$ cat config.mk
export PLATFORM = sky130hd
export DESIGN_NAME = inst_fetch_ctrl
export DESIGN_NICKNAME = d
export VERILOG_FILES = /design/src/rtl/inst_fetch_ctrl.sv
export SDC_FILE = /design/constraint.sdc
export NUM_CORES = 1
export LEC_CHECK = 0
export BUFFER_PORTS_ARGS = -buffer_cell sky130_fd_sc_hd__buf_4
export CORE_UTILIZATION = 49
export DETAILED_ROUTE_END_ITERATION = 12
export GPL_TIMING_DRIVEN = 0
export PLACE_DENSITY = 0.8
export SYNTH_ARGS = -nofsm -noshare
export SYNTH_HDL_FRONTEND = slang
export SYNTH_SLANG_ARGS = --single-unit
$ cat constraint.sdc
create_clock -name clk -period 2.3 [get_ports clk]
set_input_delay 0.115 -clock clk [delete_from_list [all_inputs] [get_ports clk]]
set_output_delay 0.115 -clock clk [all_outputs]
set_load 0.02 [all_outputs]
$ cat src/rtl/inst_fetch_ctrl.sv
// Instruction fetch controller: drives PC requests to the ICache and pushes
// returned 8-byte aligned instruction pairs into the instruction buffer.
module inst_fetch_ctrl #(
  parameter int unsigned        ADDR_W   = 32,
  parameter logic [ADDR_W-1:0]  RESET_PC = 32'hBFC00000
) (
  input  logic              clk,
  input  logic              rst,
  input  logic              flush_i,
  input  logic [ADDR_W-1:0] flush_pc_i,
  input  logic              branch_redirect_i,
  input  logic [ADDR_W-1:0] branch_target_i,
  input  logic              buffer_full_i,
  output logic              icache_req_o,
  output logic [ADDR_W-1:0] icache_addr_o,
  input  logic              icache_addr_ok_i,
  input  logic              icache_data_ok_i,
  input  logic [31:0]       icache_inst1_i,
  input  logic [31:0]       icache_inst2_i,
  output logic [31:0]       inst1_o,
  output logic [31:0]       inst2_o,
  output logic [ADDR_W-1:0] inst1_addr_o,
  output logic [ADDR_W-1:0] inst2_addr_o,
  output logic              inst1_valid_o,
  output logic              inst2_valid_o
);

  typedef enum logic [1:0] {IDLE, REQ, WAIT, DISCARD} state_e;

  state_e            state_q, state_d;
  logic [ADDR_W-1:0] pc_q, pc_d;
  logic [ADDR_W-1:0] req_pc_q, req_pc_d;
  logic [31:0]       inst1_q, inst1_d, inst2_q, inst2_d;
  logic [ADDR_W-1:0] addr1_q, addr1_d, addr2_q, addr2_d;
  logic              v1_q, v1_d, v2_q, v2_d;

  logic              redirect;
  logic [ADDR_W-1:0] target;
  logic [ADDR_W-1:0] req_base;

  assign redirect = flush_i | branch_redirect_i;
  assign target   = flush_i ? flush_pc_i : branch_target_i;
  assign req_base = {req_pc_q[ADDR_W-1:3], 3'b000};

  always_comb begin
    state_d  = state_q;
    pc_d     = pc_q;
    req_pc_d = req_pc_q;
    inst1_d  = inst1_q;
    inst2_d  = inst2_q;
    addr1_d  = addr1_q;
    addr2_d  = addr2_q;
    v1_d     = 1'b0;
    v2_d     = 1'b0;

    case (state_q)
      IDLE: begin
        if (!buffer_full_i) state_d = REQ;
      end
      REQ: begin
        if (icache_addr_ok_i) begin
          req_pc_d = pc_q;
          state_d  = redirect ? DISCARD : WAIT;
        end
      end
      WAIT: begin
        if (icache_data_ok_i) begin
          if (redirect) begin
            state_d = REQ;
          end else begin
            inst1_d = icache_inst1_i;
            inst2_d = icache_inst2_i;
            addr1_d = req_base;
            addr2_d = req_base + ADDR_W'(4);
            v1_d    = ~req_pc_q[2];
            v2_d    = 1'b1;
            pc_d    = req_base + ADDR_W'(8);
            state_d = buffer_full_i ? IDLE : REQ;
          end
        end else if (redirect) begin
          state_d = DISCARD;
        end
      end
      DISCARD: begin
        if (icache_data_ok_i) state_d = buffer_full_i ? IDLE : REQ;
      end
      default: state_d = IDLE;
    endcase

    // A redirect retargets the PC in every state and wipes the push registers.
    if (redirect) begin
      pc_d    = target;
      inst1_d = '0;
      inst2_d = '0;
      addr1_d = '0;
      addr2_d = '0;
    end
  end

  always_ff @(posedge clk or negedge rst) begin
    if (!rst) begin
      state_q  <= IDLE;
      pc_q     <= RESET_PC;
      req_pc_q <= '0;
      inst1_q  <= '0;
      inst2_q  <= '0;
      addr1_q  <= '0;
      addr2_q  <= '0;
      v1_q     <= 1'b0;
      v2_q     <= 1'b0;
    end else begin
      state_q  <= state_d;
      pc_q     <= pc_d;
      req_pc_q <= req_pc_d;
      inst1_q  <= inst1_d;
      inst2_q  <= inst2_d;
      addr1_q  <= addr1_d;
      addr2_q  <= addr2_d;
      v1_q     <= v1_d;
      v2_q     <= v2_d;
    end
  end

  // The address bus is only meaningful alongside the request, so it idles at zero.
  assign icache_req_o  = (state_q == REQ);
  assign icache_addr_o = icache_req_o ? {pc_q[ADDR_W-1:3], 3'b000} : '0;
  assign inst1_o       = inst1_q;
  assign inst2_o       = inst2_q;
  assign inst1_addr_o  = addr1_q;
  assign inst2_addr_o  = addr2_q;
  assign inst1_valid_o = v1_q;
  assign inst2_valid_o = v2_q;

endmodule
# Word level (Yosys, flattened, before mapping)
# Index checks and enable logic that the tools add are counted.
[word_totals]
reg_bits = 196
out_inout_bits = 163
[op_classes]
n_addsub = 2
muxes = 32
bitwise = 2
n_reduce_logical = 6
n_eq_ne = 7
[op_table]
columns = ["operator", "count"]
rows = [
  ["$mux 32", 17],
  ["$add 32x3->32 const B", 1],
  ["$add 32x4->32 const B", 1],
  ["$mux 2", 5],
  ["$mux 1", 9],
  ["$pmux 2 s4", 1],
  ["$eq 2x2->1 const B", 2],
  ["$ne 2x2->1 const B", 2],
  ["$reduce_and 2->1", 2],
  ["$reduce_and 4->1", 1],
  ["$reduce_bool 2->1", 2],
  ["$ne 3x3->1 const B", 1],
  ["$eq 2x1->1 const B", 1],
  ["$logic_not 2->1", 1],
  ["$ne 2x1->1 const B", 1],
  ["$not 1->1", 1],
  ["$or 1x1->1", 1],
]

# Longest topological paths before layout
# Gate-level depths: netlist of the first run.
[logic_depth]
depth_word = 4
mapped_depth = 8

# Worst setup path after synthesis of the first run
# Ideal clock, no wire load.
[synth_timing]
path_kind = "register to register"
from = "register req_pc_q[3]"
to = "register pc_q[23]"
setup_time_ps = 82
t_arrival_ps = 1558
path_buffers = 0
path_stages_with_launch = 7
slack_ps = 660
required_ps = 2218
path_cell_list = "dfrtp_1 > ha_1 > nand3_1 > nor4_2 > nand3_1 > xor2_1 > a22oi_1"
[synth_via]
elab_chain_len = 4
[synth_rtl]
columns = ["item", "line_no", "text"]
rows = [
  ["start: declaration", "32", "logic [ADDR_W-1:0] req_pc_q, req_pc_d;"],
  ["start signal: assignment", "114", "req_pc_q <= req_pc_d;"],
  ["$add 32x4->32", "77", "pc_d = req_base + ADDR_W'(8);"],
  ["$mux 32", "67", "if (icache_data_ok_i) begin"],
  ["$mux 32", "56", "case (state_q)"],
  ["$mux 32", "91", "if (redirect) begin"],
  ["end signal: assignment", "113", "pc_q <= pc_d;"],
  ["end: declaration", "31", "logic [ADDR_W-1:0] pc_q, pc_d;"],
]
# No other way between the ends. The select of a mux whose other input is x is not followed.
# A chain may end at the register's enable or synchronous reset.

# Worst setup path in the final report of the first run
[layout_timing]
from = "register req_pc_q[4]"
to = "register pc_q[28]"
# Same word-level chain as after synthesis.

==> impl_metrics.py, run 1 <==
metrics = {
    "detailed_routing": {
        "wl_per_cell_um": 18.4,
        "dr.pass1.iters": 5,
        "via_count": 8053,
        "avgViaCountPerCell": 5.50,
        "antenna_left": 0,
        "wl_um": 26900,
        "dr.first_iter.drc_count": 701,
        "drc_errors": 0,
    },
    "critical_path": {
        "path_depth": 7,
        "worstPathArrival_ns": 2.61,
        "r2r_cells": 7,
        "reg2reg_to": "pc_q[28]",
        "endpoint": "pc_q[28]",
        "worstPathMaxFanout": 6,
        "criticalPathCategory": "register to register",
        "max_stage_delay_ns": 0.57,
        "reg2reg_from": "req_pc_q[4]",
        "critPathTopFamily": "buffers and inverters",
        "r2r_setup_slack_ns": 0.07,
        "end_kind": "register",
        "crit_path_start": "req_pc_q[4]",
        "cp_cell_sequence": "nand4_1 > buf_4 > nor4_4 > nand3_1 > xor2_1 > a21oi_1 > dlygate4sd3_1",
        "start_kind": "register",
        "critPathBufInv": 2,
        "required_ns": 2.67,
        "critPathSlowestCell": "dlygate4sd3_1",
    },
    "synthesis": {
        "ys_seq_area_share_pct": 51.5,
        "synth_edf_count": 0,
        "synth_flop_cell": "dfrtp_1",
        "synth_cells": 834,
        "async_flop_share_pct": 100,
        "ys_types": 52,
        "avgSynthCellArea_um2": 9.24,
        "ys_ff_latch": 158,
        "yosysWarnings": 0,
        "syn-cell-area_um2": 7710,
    },
    "place": {
        "gp_congestion": 0.910,
        "place_inst": 1336,
        "hpwl_um": 17700,
        "port-buffer-count": 283,
    },
    "worst_hold_path": {
        "hold_path_class": "input pin to register",
    },
    "job": {
        "max-cap-violations": 0,
    },
    "floorplanning": {
        "die_h_um": 127,
        "pin_count": 298,
        "die_area_um2": 16200,
        "rows": 45,
        "core-area_um2": 15300,
        "fp.dieW_um": 127,
        "start_util_pct": 50.5,
    },
    "timing": {
        "min_period_over_period_pct": 97.2,
        "worstMarginPinSlew_ns": 1.00,
        "final.setup_skew_ns": 0.00602,
        "layout_min_cycle_time_ns": 2.23,
        "setup_violations": 0,
        "slew_viol_final": 0,
        "max_clock_freq_mhz": 447,
        "hold_viol": 0,
        "relSlewSlack_pct": 32.8,
    },
    "global_routing": {
        "globalRouteOverflowTotal": 0,
        "grt_pass1_wl_um": 41200,
        "antenna_found_initial": 0,
        "grt_max_degree": 97,
        "grt_usage_pct": 33.4,
        "first_global_vias": 7753,
    },
    "clocking": {
        "cts_max_path_buffers": 2,
        "cts_sinks": 158,
        "tritoncts.num_buffers": 17,
        "cts.clk_slew.worst_paths_ns": 0.06,
        "cts_tree": "done",
        "h-tree-depth": 4,
        "cts_root_buf": "clkbuf_16",
        "clock_latency_ns": 0.43,
    },
    "cells_and_area": {
        "final_nets": 1376,
        "fin_cells": 1464,
        "fillers": 1012,
        "drive_gt1_share_pct": 34.1,
        "areaGrowthSynthToFinish_pct": 52.1,
    },
    "power": {
        "p_leak_uw": 0.00549,
        "power_uw": 9770,
        "p_per_area_nw_per_um2": 833,
        "vdd_drop_max_mv": 0.629,
    },
    "status": {
        "outcome": "finished clean",
    },
}
-- where the power goes --
| part | switching [uW] | leakage, uW | internal (uW) |
|---|---|---|---|
| combinational | 1720 | 0.00312 | 1380 |
| clock | 1110 | 0.000292 | 1760 |
| sequential | 570 | 0.00207 | 3230 |
| total | 3400 | 0.00549 | 6370 |
-- worst min path at each step --
stage          cells after the start          endpoint                 from  slack, ns
5_1_grt                            3          pc_q[10]  branch_target_i[10]       0.03
3_5_place_dp                       1       inst2_o[14]                  rst       0.08
2_1_floorplan                      0  inst1_addr_o[10]                  rst      -0.18
3_3_place_gp                       3           pc_q[4]        flush_pc_i[4]       0.33
4_1_cts                            3           pc_q[7]   branch_target_i[7]      0.007
6_report                           3          pc_q[16]  branch_target_i[16]      0.004
-- area by class of cell --
| cell class | instances | area, um2 | share of cell area (%) |
|---|---|---|---|
| antenna | 1 | 2.50 | 0.0214 |
| tap | 211 | 264 | 2.25 |
| clock inverter | 5 | 77.6 | 0.662 |
| buffer | 96 | 544 | 4.64 |
| sequential | 158 | 3970 | 33.9 |
| inverter | 4 | 15.0 | 0.128 |
| multi-input combinational | 582 | 3210 | 27.4 |
| clock buffer | 26 | 519 | 4.43 |
| timing repair buffer | 381 | 3120 | 26.6 |
-- layer usage --
metal  GRT usage (%)  share of wire, %  vias to the layer above
li1                -                 -                     3611
met1            41.8                39                     3882
met2            55.8                49                      459
met3            6.07               7.4                      101
met4            16.5               4.2                        0
met5               0                 0                        -
-- per-stage QoR --
step           worst slack (ns)  hold WS (ns)  util, %  TNS [ns]  instance area [um2]
2_1_floorplan             0.660        -0.181        -         0                 7730
3_3_place_gp              0.261         0.325     66.3         0                10100
4_1_cts                  0.0443       0.00692     76.6         0                11700
6_report                 0.0654       0.00386     76.8         0                11700
5_1_grt                 -0.0409        0.0290     76.8   -0.0409                11700
3_5_place_dp              0.205        0.0809     66.6         0                10200
-- timing repair --
| action | 4_1_cts | 5_1_grt |
|---|---|---|
| hold buffers | 93 | 0 |
| hold endpoints to repair | 146 | 0 |
| buffers inserted | 0 | 4 |
| gates resized for setup | 0 | 7 |
| setup endpoints to repair | 0 | 2 |
-- tightest hold or removal path, stage by stage --
cell and delay (ns):
buf_4 0.08, a22oi_1 0.05, a21oi_1 0.14
-- cells in the final DEF (no fill, tap or decap), types with 23 or more instances in the layout --
master / instances
buf_4: 324
nand2_1: 219
dfrtp_1: 146
a21oi_1: 127
dlygate4sd3_1: 93
clkbuf_1: 30
mux2_2: 30
and2_1: 29
xor2_1: 23
-- synth_stat cells (12+ instances only) --
cell type  instances  area, um2
mux2_2            30        338
and2_1            29        181
dfrtp_1          149       3730
a22oi_1           12       90.1
nor2_1            20       75.1
o21ai_0           20        100
buf_4             37        278
a21oi_1          127        636
buf_2             20        100
nand3_1           17       85.1
nand2_1          219        822
xor2_1            23        201
clkbuf_1          28        105
-- sequential cells by signal, summed over array words and instances, names as in the netlist --
| register | flops |
|---|---|
| inst2_addr_o | 2 |
| inst1_o | 32 |
| inst2_valid_o | 1 |
| inst1_valid_o | 1 |
| req_pc_q | 30 |
| inst2_o | 32 |
| inst1_addr_o | 28 |
| state_q | 2 |
| pc_q | 30 |
-- cells by family after synthesis --
kind of cell | after synthesis | synth area share (%)
AOI/OAI and AO/OA | 198 | 14.8
xor gates and xnor gates | 26 | 2.96
adders and majority gates | 1 | 0.162
buffers and inverters | 101 | 7.27
DFF | 158 | 51.5
muxes | 32 | 4.64
other | 1 | 0.0487
and+or+nand+nor | 317 | 18.7
Power figures use the tool's default switching activity.
==> run 2: changes to the inputs <==
==> config.mk (replaced) <==
export PLATFORM = sky130hd
export DESIGN_NAME = inst_fetch_ctrl
export DESIGN_NICKNAME = d
export VERILOG_FILES = /design/src/rtl/inst_fetch_ctrl.sv
export SDC_FILE = /design/constraint.sdc
export NUM_CORES = 1
export LEC_CHECK = 0
export CORE_ASPECT_RATIO = 1.5
export CORE_UTILIZATION = 50
export DETAILED_ROUTE_END_ITERATION = 12
export DONT_BUFFER_PORTS = 1
export GPL_TIMING_DRIVEN = 0
export SYNTH_ARGS = -nofsm -noshare
export SYNTH_HDL_FRONTEND = slang
export SYNTH_SLANG_ARGS = --single-unit
==> run 2 against run 1 <==
- the flow now finishes with violations (hold timing)
- routed wire length down 11%
- sequential power is 1% higher
- global-route usage down 2.8 points
- count of clock-buffer cells in the layout down 7
- clock power fell by 4%
- worst setup slack got worse by 0.010 ns
- core utilization is 12 points lower
- sequential cell count did not move
- first-iteration DRC count is 37% lower
==> impl_metrics.py, run 2 (same netlist as run 1, synthesis figures left out) <==
metrics = {
    "status": {
        "outcome": "finished, violations left",
        "failed_checks": "hold timing",
    },
    "clocking": {
        "cts_root_buf": "clkbuf_16",
        "cts_max_path_buffers": 2,
        "cts.clk_slew.worst_paths_ns": 0.06,
        "cts_sinks": 158,
        "post_cts.repair.setup_buffers": 0,
        "clock_latency_ns": 0.42,
        "hold_buffers": 118,
        "cts_tree": "done",
        "h-tree-depth": 4,
        "tritoncts.num_buffers": 17,
    },
    "global_routing": {
        "globalRouteOverflowTotal": 0,
        "grt_max_degree": 159,
        "grt_usage_pct": 30.5,
        "antenna_found_initial": 1,
        "grt_pass1_wl_um": 36200,
        "first_global_vias": 6870,
    },
    "cells_and_area": {
        "drive_gt1_share_pct": 14.0,
        "post-route-util_pct": 64.7,
        "areaGrowthSynthToFinish_pct": 26.5,
        "fin_cells": 1192,
        "final_nets": 1114,
        "final_common_cell": "nand2_1",
        "mostFrequentLayoutCells": "nand2_1 (219), dfrtp_1 (149), a21oi_1 (127)",
    },
    "detailed_routing": {
        "drc_errors": 0,
        "antenna_left": 0,
        "wl_per_cell_um": 20.1,
        "via_count": 6772,
        "dr.first_iter.drc_count": 444,
        "dr.pass1.iters": 5,
        "avgViaCountPerCell": 5.68,
        "wl_um": 23900,
    },
    "timing": {
        "hold_viol": 158,
        "final.setup_skew_ns": 0.0107,
        "setup_violations": 0,
        "rsz0062_at_grt": "no",
        "worstMarginPinSlew_ns": 0.747,
        "max_clock_freq_mhz": 445,
        "layout_min_cycle_time_ns": 2.24,
        "finalHoldWorstSlack_ns": -0.616,
        "min_period_over_period_pct": 97.6,
        "relSlewSlack_pct": 50.0,
        "slew_viol_final": 0,
    },
    "floorplanning": {
        "pin_count": 298,
        "die_h_um": 154,
        "fp.dieW_um": 103,
        "die_area_um2": 15900,
        "start_util_pct": 51.1,
        "rows": 55,
        "core-area_um2": 15100,
    },
    "critical_path": {
        "criticalPathCategory": "register to output port",
        "start_kind": "register",
        "critPathBufInv": 1,
        "critPathTopFamily": "simple AND/OR/NAND/NOR gates",
        "required_ns": 2.18,
        "r2r_setup_slack_ns": 0.15,
        "worstPathMaxFanout": 10,
        "max_stage_delay_ns": 0.57,
        "cp_cell_sequence": "nor2b_1 > clkbuf_1 > and2_1",
        "critPathSlowestCell": "clkbuf_1",
        "worstPathArrival_ns": 2.13,
        "end_kind": "output port",
    },
    "power": {
        "p_per_area_nw_per_um2": 926,
        "vdd_drop_max_mv": 0.527,
        "p_leak_uw": 0.00409,
    },
    "job": {
        "max-cap-violations": 0,
    },
    "place": {
        "gp_congestion": 0.846,
        "place_inst": 1040,
        "hpwl_um": 16300,
        "port-buffer-count": 0,
    },
    "worst_hold_path": {
        "hold_path_class": "input pin to asynchronous set/reset pin",
    },
}
## run 2: changes by cell type in the layout (fill, tap and decap cells not counted), sizes merged
| cell | delta |
|---|---|
| inv | +5 |
| dlygate4sd3 | +25 |
| clkinv | +1 |
| buf | -289 |
| clkbuf | -5 |
| clkinvlp | +3 |
| diode | +1 |
| bufinv | -1 |
## run 2: path summary, 6_finish.rpt
kind | startpoint | end | depth (start not counted)
max in group asynchronous | rst | pc_q[27] | 0
min in group clk | flush_pc_i[31] | pc_q[31] | 2
min reg2reg | req_pc_q[2] | inst1_valid_o | 1
max reg2reg | state_q[0] | pc_q[17] | 5
max | state_q[0] | icache_addr_o[22] | 3
min | rst | inst1_o[31] | 0
## run 2: area by class of cell
class	instances	area (um2)
antenna	2	5.00
buffer	97	546
clock buffer	19	443
clock inverter	13	129
fill	1243	5320
inverter	4	15.0
multi-input combinational	582	3210
sequential	158	3970
tap	199	249
timing repair buffer	118	1180
## run 2: repair_timing
| action | in CTS | in global routing |
|---|---|---|
| gates resized for setup | 1 | 1 |
| endpoints found under the hold margin | 252 | 158 |
| pin swaps | 0 | 0 |
| endpoints found under the setup margin | 1 | 1 |
## run 2: per-stage QoR
step	setup slack, ns	area, um2	setup TNS (ns)	power (uW)
global route	0.00549	9740	0	9420
global placement	-0.0139	7980	-0.0139	6030
floorplan	0.660	7730	0	5460
CTS	0.0610	9740	0	9040
finish	0.0551	9750	0	9030
detailed placement	-0.0888	7980	-0.0888	6100
## run 2: metal layers
layer	part of all wire (%)	global-route usage (%)
met1	38	36.5
met5	0	0
met3	7.8	6.91
met2	52	52.9
met4	2.1	10.7
## run 2: worst register-to-register path: cells and delay by family (launching register included)
kind | cells | cell delay (ns)
buf+inv | 2 | 0.97
simple gates | 2 | 0.49
compound gates | 1 | 0.19
flops | 1 | 0.42
## run 2: where the power goes
part           leakage, uW  internal (uW)  switching (uW)  total (uW)
Sequential         0.00207           3220             627        3850
Combinational      0.00174            968            1470        2440
Clock             0.000269           1540            1210        2750
Total              0.00409           5730            3300        9030
